==> src/rtl/stg_ma_pkg.sv <==
// Shared sizes, state encoding and counter width for the memory-access stage.
package stg_ma_pkg;

  localparam int unsigned SIZE_ADDR   = 12;
  localparam int unsigned SIZE_DATA   = 12;
  localparam int unsigned SIZE_OPC    = 6;
  localparam int unsigned SIZE_TGT_GP = 5;
  localparam int unsigned SIZE_TGT_SR = 4;

  localparam int unsigned HBIT_ADDR   = SIZE_ADDR - 1;
  localparam int unsigned HBIT_DATA   = SIZE_DATA - 1;
  localparam int unsigned HBIT_OPC    = SIZE_OPC - 1;
  localparam int unsigned HBIT_TGT_GP = SIZE_TGT_GP - 1;
  localparam int unsigned HBIT_TGT_SR = SIZE_TGT_SR - 1;

  // Width of the S_WAIT timeout counter.
  localparam int unsigned MA_CNT_W = 8;

  typedef enum logic {
    MA_S_IDLE = 1'b0,
    MA_S_WAIT = 1'b1
  } ma_state_e;

endpackage

==> src/rtl/stg_ma_timeout.sv <==
// Saturating cycle counter for an outstanding memory transaction.
// o_tc is high during the TERMINAL-th enabled cycle after a clear.
module stg_ma_timeout
  import stg_ma_pkg::*;
#(
  parameter int unsigned TERMINAL = 255
) (
  input  logic i_clk,
  input  logic i_rst_n,
  input  logic i_clr,
  input  logic i_en,
  output logic o_tc
);

  localparam logic [MA_CNT_W-1:0] TcVal = MA_CNT_W'(TERMINAL - 1);

  logic [MA_CNT_W-1:0] r_cnt;

  // Count enabled cycles; clear wins, hold at all-ones.
  always_ff @(posedge i_clk or negedge i_rst_n) begin
    if (!i_rst_n) begin
      r_cnt <= '0;
    end else if (i_clr) begin
      r_cnt <= '0;
    end else if (i_en && (r_cnt != '1)) begin
      r_cnt <= r_cnt + 1'b1;
    end
  end

  // r_cnt holds the number of S_WAIT cycles already completed.
  assign o_tc = i_en && (r_cnt == TcVal);

endmodule

==> src/rtl/stg_ma.sv <==
// Pipeline stage 5: memory access. Runs one load/store on the req/ack port,
// stalls the front pipe while it is outstanding and registers results for WB.
module stg_ma
  import stg_ma_pkg::*;
#(
  parameter int unsigned TIMEOUT_CYCLES = 255
) (
  input  logic                 iw_clk,
  input  logic                 iw_rst_n,
  input  logic                 iw_valid,
  input  logic                 iw_flush,
  input  logic [HBIT_ADDR:0]   iw_pc,
  input  logic [HBIT_DATA:0]   iw_instr,
  input  logic [HBIT_OPC:0]    iw_opc,
  input  logic                 iw_is_load,
  input  logic                 iw_is_store,
  input  logic [HBIT_ADDR:0]   iw_addr,
  input  logic [HBIT_DATA:0]   iw_store_data,
  input  logic [HBIT_DATA:0]   iw_result,
  input  logic [HBIT_ADDR:0]   iw_sr_result,
  input  logic [HBIT_TGT_GP:0] iw_tgt_gp,
  input  logic                 iw_tgt_gp_we,
  input  logic [HBIT_TGT_SR:0] iw_tgt_sr,
  input  logic                 iw_tgt_sr_we,
  output logic                 ow_stall,
  output logic                 ow_mem_req,
  output logic                 ow_mem_we,
  output logic [HBIT_ADDR:0]   ow_mem_addr,
  output logic [HBIT_DATA:0]   ow_mem_wdata,
  input  logic                 iw_mem_ack,
  input  logic [HBIT_DATA:0]   iw_mem_rdata,
  input  logic                 iw_mem_err,
  output logic [HBIT_ADDR:0]   ow_pc,
  output logic [HBIT_DATA:0]   ow_instr,
  output logic [HBIT_OPC:0]    ow_opc,
  output logic [HBIT_DATA:0]   ow_result,
  output logic [HBIT_ADDR:0]   ow_sr_result,
  output logic [HBIT_TGT_GP:0] ow_tgt_gp,
  output logic                 ow_tgt_gp_we,
  output logic [HBIT_TGT_SR:0] ow_tgt_sr,
  output logic                 ow_tgt_sr_we,
  output logic                 ow_fault
);

  ma_state_e r_state, w_state_nxt;

  logic w_in_wait, w_mem_op, w_start, w_tc, w_done, w_fault;
  logic r_killed;

  logic                 r_mem_req, r_mem_we;
  logic [HBIT_ADDR:0]   r_mem_addr;
  logic [HBIT_DATA:0]   r_mem_wdata;

  logic [HBIT_ADDR:0]   r_pc, r_sr_result;
  logic [HBIT_DATA:0]   r_instr, r_result;
  logic [HBIT_OPC:0]    r_opc;
  logic [HBIT_TGT_GP:0] r_tgt_gp;
  logic [HBIT_TGT_SR:0] r_tgt_sr;
  logic                 r_gp_we, r_sr_we, r_fault;

  logic [HBIT_DATA:0]   w_result_nxt;
  logic                 w_gp_we_nxt, w_sr_we_nxt;

  assign w_in_wait = (r_state == MA_S_WAIT);
  assign w_mem_op  = iw_is_load | iw_is_store;
  assign w_start   = (r_state == MA_S_IDLE) & iw_valid & w_mem_op & ~iw_flush;
  // Ack wins over timeout; an ack outside S_WAIT is ignored.
  assign w_done    = w_in_wait & (iw_mem_ack | w_tc);
  assign w_fault   = w_in_wait & (iw_mem_ack ? iw_mem_err : w_tc);
  assign ow_stall  = w_start | (w_in_wait & ~w_done);

  stg_ma_timeout #(
    .TERMINAL (TIMEOUT_CYCLES)
  ) u_timeout (
    .i_clk   (iw_clk),
    .i_rst_n (iw_rst_n),
    .i_clr   (w_start),
    .i_en    (w_in_wait),
    .o_tc    (w_tc)
  );

  // Next-state logic for the transaction FSM.
  always_comb begin
    w_state_nxt = r_state;
    unique case (r_state)
      MA_S_IDLE: if (w_start) w_state_nxt = MA_S_WAIT;
      MA_S_WAIT: if (w_done)  w_state_nxt = MA_S_IDLE;
    endcase
  end

  // FSM state register.
  always_ff @(posedge iw_clk or negedge iw_rst_n) begin
    if (!iw_rst_n) r_state <= MA_S_IDLE;
    else           r_state <= w_state_nxt;
  end

  // Bus request registers; address/data/we are only loaded when starting, so stay stable.
  always_ff @(posedge iw_clk or negedge iw_rst_n) begin
    if (!iw_rst_n) begin
      r_mem_req   <= 1'b0;
      r_mem_we    <= 1'b0;
      r_mem_addr  <= '0;
      r_mem_wdata <= '0;
    end else if (w_start) begin
      r_mem_req   <= 1'b1;
      r_mem_we    <= iw_is_store;
      r_mem_addr  <= iw_addr;
      r_mem_wdata <= iw_store_data;
    end else if (w_done) begin
      r_mem_req   <= 1'b0;
    end
  end

  // Remember a flush seen while waiting, so the eventual completion writes nothing.
  always_ff @(posedge iw_clk or negedge iw_rst_n) begin
    if (!iw_rst_n)                  r_killed <= 1'b0;
    else if (w_start)               r_killed <= 1'b0;
    else if (w_in_wait && iw_flush) r_killed <= 1'b1;
  end

  // WB result and write enables: pass-through, bubble, or memory completion.
  always_comb begin
    w_result_nxt = iw_result;
    w_gp_we_nxt  = 1'b0;
    w_sr_we_nxt  = 1'b0;
    unique case (r_state)
      MA_S_IDLE: begin
        if (!w_start) begin
          w_gp_we_nxt = iw_tgt_gp_we & iw_valid & ~iw_flush;
          w_sr_we_nxt = iw_tgt_sr_we & iw_valid & ~iw_flush;
        end
      end
      MA_S_WAIT: begin
        if (w_done) begin
          w_result_nxt = iw_is_load ? iw_mem_rdata : iw_result;
          w_gp_we_nxt  = iw_tgt_gp_we & iw_valid & ~iw_flush & ~r_killed & ~w_fault;
          w_sr_we_nxt  = iw_tgt_sr_we & iw_valid & ~iw_flush & ~r_killed & ~w_fault;
        end
      end
    endcase
  end

  // WB pipeline register; payload is always latched, enables decide if WB acts.
  always_ff @(posedge iw_clk or negedge iw_rst_n) begin
    if (!iw_rst_n) begin
      r_pc        <= '0;
      r_instr     <= '0;
      r_opc       <= '0;
      r_result    <= '0;
      r_sr_result <= '0;
      r_tgt_gp    <= '0;
      r_tgt_sr    <= '0;
      r_gp_we     <= 1'b0;
      r_sr_we     <= 1'b0;
      r_fault     <= 1'b0;
    end else begin
      r_pc        <= iw_pc;
      r_instr     <= iw_instr;
      r_opc       <= iw_opc;
      r_result    <= w_result_nxt;
      r_sr_result <= iw_sr_result;
      r_tgt_gp    <= iw_tgt_gp;
      r_tgt_sr    <= iw_tgt_sr;
      r_gp_we     <= w_gp_we_nxt;
      r_sr_we     <= w_sr_we_nxt;
      r_fault     <= w_fault;
    end
  end

  assign ow_mem_req   = r_mem_req;
  assign ow_mem_we    = r_mem_we;
  assign ow_mem_addr  = r_mem_addr;
  assign ow_mem_wdata = r_mem_wdata;
  assign ow_pc        = r_pc;
  assign ow_instr     = r_instr;
  assign ow_opc       = r_opc;
  assign ow_result    = r_result;
  assign ow_sr_result = r_sr_result;
  assign ow_tgt_gp    = r_tgt_gp;
  assign ow_tgt_gp_we = r_gp_we;
  assign ow_tgt_sr    = r_tgt_sr;
  assign ow_tgt_sr_we = r_sr_we;
  assign ow_fault     = r_fault;

endmodule
==> config.mk <==
export PLATFORM = sky130hd
export DESIGN_NAME = stg_ma
export DESIGN_NICKNAME = d
export VERILOG_FILES = /design/src/rtl/stg_ma_pkg.sv /design/src/rtl/stg_ma_timeout.sv /design/src/rtl/stg_ma.sv
export SDC_FILE = /design/constraint.sdc
export NUM_CORES = 1
export LEC_CHECK = 0
export ABC_AREA = 1
export BUFFER_PORTS_ARGS = -buffer_cell sky130_fd_sc_hd__buf_4
export CAP_MARGIN = 5
export CORE_MARGIN = 2
export CORE_UTILIZATION = 35
export DETAILED_ROUTE_END_ITERATION = 10
export MAX_ROUTING_LAYER = met4
export PLACE_DENSITY = 0.66
export SETUP_SLACK_MARGIN = 0.2
export SLEW_MARGIN = 20
export SYNTH_ARGS = -nofsm -noshare
export SYNTH_HDL_FRONTEND = slang
export SYNTH_SLANG_ARGS = --single-unit
==> constraint.sdc <==
create_clock -name iw_clk -period 4.2 [get_ports iw_clk]
set_clock_uncertainty 0.05 [all_clocks]
set_input_delay 0.42 -clock iw_clk [delete_from_list [all_inputs] [get_ports iw_clk]]
set_output_delay 0.42 -clock iw_clk [all_outputs]
set_load 0.01 [all_outputs]
# After elaboration in Yosys (flattened, before gate mapping)

Cells that the tools add are included.

Flip-flop bits (word level): 102
Input port bits: 109
Logic and storage cells: 67

$add $sub $neg: 1
Eq/ne operators: 2
Muxes and demuxes: 19
Bitwise gates (word level): 22
Reduce and logical (&&, ||, !) cells: 6

Operators with widths:

| cell                | number |
|---|---|
| $mux 12             | 3 |
| $mux 8              | 2 |
| $and 1x1->1         | 14 |
| $mux 1              | 11 |
| $add 8x1->8 const B | 1 |
| $eq 8x8->1 const B  | 1 |
| $ne 8x8->1 const B  | 1 |
| $pmux 1 s2          | 3 |
| $reduce_bool 2->1   | 3 |
| $not 1->1           | 5 |
| $logic_and 1x1->1   | 3 |
| $or 1x1->1          | 3 |

# Longest topological paths before layout

Word-level depth: 8
Depth in mapped cells: 8
Mapped depth without buffers: 8

# Hierarchy

From an unflattened synthesis, not the netlist that was laid out.

Cell total of the unflattened synthesis: 326
Area, all modules: 3554.7 um^2

By module, submodules not included:

| module         | times used | cells an instance | area an instance (um^2) |
|---|---|---|---|
| stg_ma         | 1          | 252               | 3034.2 |
| stg_ma_timeout | 1          | 74                | 520.5 |

# Worst setup path after synthesis

Ideal clock, no wire load.

Path kind: reg-to-output
From: reg u_timeout.r_cnt[0]
To: out ow_stall
Arrival time: 1195 ps
Required time: 3730 ps
Path slack: 2535 ps
Stages on the path, launching flop included: 7
Buffers on the path: 1
Cell sequence: dfrtp_1 inv_1 ha_1 nand4_4 nand2_4 buf_6 a21oi_1

Word-level cells in the longest chain between the ends: 7

Ends and longest elaborated chain:

| item                     | RTL line             | RTL |
|---|---|---|
| start: declaration       | stg_ma_timeout.sv:17 | `logic [MA_CNT_W-1:0] r_cnt;` |
| start signal: assignment | stg_ma_timeout.sv:26 | `r_cnt <= r_cnt + 1'b1;` |
| $eq 8x8->1               | stg_ma_timeout.sv:31 | `assign o_tc = i_en && (r_cnt == TcVal);` |
| $logic_and 1x1->1        | stg_ma_timeout.sv:31 |  |
| $or 1x1->1               | stg_ma.sv:68         | `assign w_done = w_in_wait & (iw_mem_ack \| w_tc);` |
| $and 1x1->1              | stg_ma.sv:68         |  |
| $not 1->1                | stg_ma.sv:70         | `assign ow_stall = w_start \| (w_in_wait & ~w_done);` |
| $and 1x1->1              | stg_ma.sv:70         |  |
| $or 1x1->1               | stg_ma.sv:70         |  |
| end: declaration         | stg_ma.sv:25         | `output logic ow_stall,` |

No other way between the ends.

# Worst setup path after layout

From: reg r_state
To: out ow_stall

Word-level cells in the longest chain between the ends: 6

Ends and longest elaborated chain:

| item                     | RTL line             | RTL |
|---|---|---|
| start: declaration       | stg_ma.sv:45         | `ma_state_e r_state, w_state_nxt;` |
| start signal: assignment | stg_ma.sv:94         | `else r_state <= w_state_nxt;` |
| $logic_and 1x1->1        | stg_ma_timeout.sv:31 |  |
| $or 1x1->1               | stg_ma.sv:68         |  |
| $and 1x1->1              | stg_ma.sv:68         |  |
| $not 1->1                | stg_ma.sv:70         |  |
| $and 1x1->1              | stg_ma.sv:70         |  |
| $or 1x1->1 (*)           | stg_ma.sv:70         |  |

Every way passes the cells marked *; elsewhere a longest branch is shown, timed or not.

==> run summary <==
RUN STATUS
----------------------------------------------------------------------------------
Run status                                                            finished clean

LAYOUT
----------------------------------------------------------------------------------
Layout Cell Area excl Fill                                            0.005443 mm2
Inserted Diodes                                                                  0
Share of final-layout standard cells stronger than drive strength 1         0.4014
Number of nets in the final layout                                             666
Fill cell total of the finished layout                                         922
Final Util                                                                  0.5320
Final cell count without fillers                                               694
Synthesis-to-finish area growth                                             49.54%

TIMING
----------------------------------------------------------------------------------
Final hold violation count                                                       0
Slew @ Worst Pin                                                          932.3 ps
Final-report max-slew violation count                                            0
Unrepaired setup endpoints after global routing                                 no
Ratio of final minimum period to clock period                               0.5530
Final min period                                                           2323 ps
Number of endpoints failing setup at the final stage                             0
Maximum achievable frequency                                             430.5 MHz
Slew Limit Headroom                                                         0.3785
Final sum of negative setup slack                                             0 ps

PWR
----------------------------------------------------------------------------------
Worst ir drop on vdd                                                      146.5 uV
Switch share                                                                0.3035
Leakage                                                                   2.948 nW
Share of power burned in combinational logic                                 0.273
Relative contribution of sequential cells to total power                     0.498
Pint                                                                      1.749 mW
Clock power frac                                                             0.229
Total design power                                                        2.511 mW
Net switching power                                                      0.7622 mW
Pwr dens                                                              461.3 mW/mm2

CLOCK TREE
----------------------------------------------------------------------------------
Number of buffers added by the clock tree synthesis step                         9
Resized Gates After CTS                                                          0
CTS clk-pin slew, worst paths                                                90 ps
Clock tree from TritonCTS                                                    built
Post-CTS Setup Inserts                                                           0
H-tree depth reported by CTS                                                     3
Number of sinks handled by clock tree synthesis                                102
Hold buffer count at CTS                                                         0
Cell at the root of the clock tree                                    sky130_fd_sc_hd__clkbuf_8
CTS max path bufs                                                                2
Clock latency reported for the late side of the worst-skew pair             350 ps

SYNTH
----------------------------------------------------------------------------------
Warning count from the yosys run                                                 0
Cell count after synthesis                                                     352
Post-Synthesis Net Count                                                       463
Synthesized area                                                      0.003640 mm2
Synth cell types                                                                21
Post-synthesis sequential area ratio                                        0.7013
Dominant synthesized flop cell                                        sky130_fd_sc_hd__dfrtp_1
Share of flip-flops with an asynchronous set or reset                        1.000
Flip-flop and latch count after synthesis                                      102
Post-synth EDFFs                                                                 0
Mapped Avg Cell Area                                                     10.34 um2

ROUTING
----------------------------------------------------------------------------------
Drt initial violations                                                         151
Antenna Nets Post-Route                                                          0
Wire per inst                                                             15.22 um
Post-route DRC                                                                   0
Routed Wire Length                                                        10560 um
Overall via count from detail_route                                           3094
Number of detailed-routing iterations run before antenna repair                  7
Via density per instance                                                     4.458

FLOORPLANNING
----------------------------------------------------------------------------------
Die height                                                                106.0 um
Core region area                                                       0.01023 mm2
Number of rows in the core area                                                 37
Horizontal extent of the die                                              106.0 um
Die area                                                               0.01123 mm2
Initial core utilization                                                    0.3558
IO Count                                                                       202

SETUP PATH
----------------------------------------------------------------------------------
WP data arrival                                                            1850 ps
Required time at the endpoint of the critical path                         3730 ps
Kind of critical path                                                 register to primary output
Startpoint class of the critical path                                     register
Capturing element type of the critical path                           primary output
Top fanout value on the critical path                                           15

GLOBAL ROUTE
----------------------------------------------------------------------------------
Grt total ovfl                                                                   0
Number of global-route vias before repair                                     2980
Overall routing resource usage                                              0.1970
Largest net degree at the start of global routing                               78
Antenna violations before repair                                                 0
First-pass GRT wire length                                                16370 um

PLACED DESIGN
----------------------------------------------------------------------------------
Routability congestion estimate                                             0.8705
IO buf count                                                                   201
Number of placed instances, taps included                                      680
HPWL after DPL                                                             8181 um
Placed standard-cell area                                             0.005265 mm2

WORST HOLD PATH
----------------------------------------------------------------------------------
Min-delay worst type                                                  input pin to register

FLOW RUN
----------------------------------------------------------------------------------
Number of violations of the max-capacitance limit                                0

## routing by layer
layer / global-route usage / wire (um) / up-vias
met5: - / 0 / -
met4: 0.05263 / 138 / 0
met3: 0.06928 / 959 / 12
met2: 0.3171 / 5204 / 138
met1: 0.2381 / 4262 / 1456
li1: - / - / 1488
## path summary, 6_finish.rpt
kind                           startpoint              to  slack [ps]  depth (start not counted)
max                               r_state        ow_stall        1880                          4
min                              iw_pc[2]        ow_pc[2]         120                          1
max reg2reg                       r_state        r_killed        2030                          4
min reg2reg                ow_mem_addr[3]  ow_mem_addr[3]         440                          2
max in group asynchronous        iw_rst_n  ow_mem_addr[6]        3040                          2
min in group asynchronous        iw_rst_n        ow_pc[1]         160                          1
## layout make-up
type	instances	area, um2	area share
clock buffers	10	127.6	0.02345
clock inverters	4	50.05	0.009195
inverters	17	63.81	0.01172
multi-input cells	223	962.2	0.1768
flip-flops and latches	102	2552	0.4690
well taps	136	170.2	0.03126
repair buffers	202	1516	0.2786
## flip-flops by register name, indices dropped and copies added (netlist names)
register / count
ow_instr: 12
ow_mem_addr: 12
ow_mem_wdata: 12
ow_pc: 12
ow_result: 12
ow_sr_result: 12
u_timeout.r_cnt: 8
ow_opc: 6
ow_tgt_gp: 5
ow_tgt_sr: 4
ow_fault: 1
ow_mem_req: 1
ow_mem_we: 1
ow_tgt_gp_we: 1
ow_tgt_sr_we: 1
r_killed: 1
r_state: 1
## power groups by stage
stage	combinational, mW	sequential (mW)	clock, mW
after detailed placement	0.691	1.27	0
after floorplan	0.220	1.32	0
final	0.686	1.25	0.575
after global placement	0.675	1.27	0
after CTS	0.693	1.25	0.592
after global routing	0.755	1.27	0.633
## synth_stat cells (2+ instances only)
master,number,area share
sky130_fd_sc_hd__inv_1,15,0.015
sky130_fd_sc_hd__clkbuf_1,2,0.0021
sky130_fd_sc_hd__nand2_2,2,0.0034
sky130_fd_sc_hd__o21ai_0,7,0.0096
sky130_fd_sc_hd__nor2_1,8,0.0083
sky130_fd_sc_hd__nand4_1,3,0.0052
sky130_fd_sc_hd__buf_4,3,0.0062
sky130_fd_sc_hd__dfrtp_1,102,0.70
sky130_fd_sc_hd__nand2_1,168,0.17
sky130_fd_sc_hd__buf_2,4,0.0055
sky130_fd_sc_hd__nand3_1,20,0.028
sky130_fd_sc_hd__inv_2,2,0.0021
sky130_fd_sc_hd__ha_1,2,0.0069
sky130_fd_sc_hd__a21oi_1,7,0.0096
## cells in the final DEF (no fill, tap or decap), types with 2 or more instances in the layout
master / synthesis / routed
sky130_fd_sc_hd__nand2_2: 2 / 2
sky130_fd_sc_hd__inv_1: 15 / 15
sky130_fd_sc_hd__clkinvlp_4: 0 / 2
sky130_fd_sc_hd__dfrtp_1: 102 / 102
sky130_fd_sc_hd__o21ai_0: 7 / 7
sky130_fd_sc_hd__clkbuf_8: 0 / 9
sky130_fd_sc_hd__inv_2: 2 / 2
sky130_fd_sc_hd__buf_4: 3 / 202
sky130_fd_sc_hd__nand3_1: 20 / 20
sky130_fd_sc_hd__nand4_1: 3 / 3
sky130_fd_sc_hd__nand2_1: 168 / 168
sky130_fd_sc_hd__nor2_1: 8 / 8
sky130_fd_sc_hd__ha_1: 2 / 2
sky130_fd_sc_hd__a21oi_1: 7 / 7
## stage by stage
step / hold slack [ps] / worst slack [ps]
floorplan: 74.41 / 2535
finish: 115.1 / 1877
detailed placement: 417.4 / 1716
global placement: 415.6 / 1795
global route: 91.23 / 1691
CTS: 95.76 / 1862
## worst max-delay path, cell delays in order (launching register included)
cell                      delay, ps
sky130_fd_sc_hd__dfrtp_1        480
sky130_fd_sc_hd__nand2_1        460
sky130_fd_sc_hd__nand2_4        200
sky130_fd_sc_hd__a21oi_1        200
sky130_fd_sc_hd__buf_4          150
## kinds of logic after synthesis
kind of cell / after synthesis / share of synthesized area
compound gates: 15 / 0.02269
fa+ha+maj: 2 / 0.006874
buf+inv: 27 / 0.03438
simple gates: 205 / 0.2324
xor+xnor: 1 / 0.002407
flops: 102 / 0.7013
Note: power is estimated with default switching activity, not from simulation.
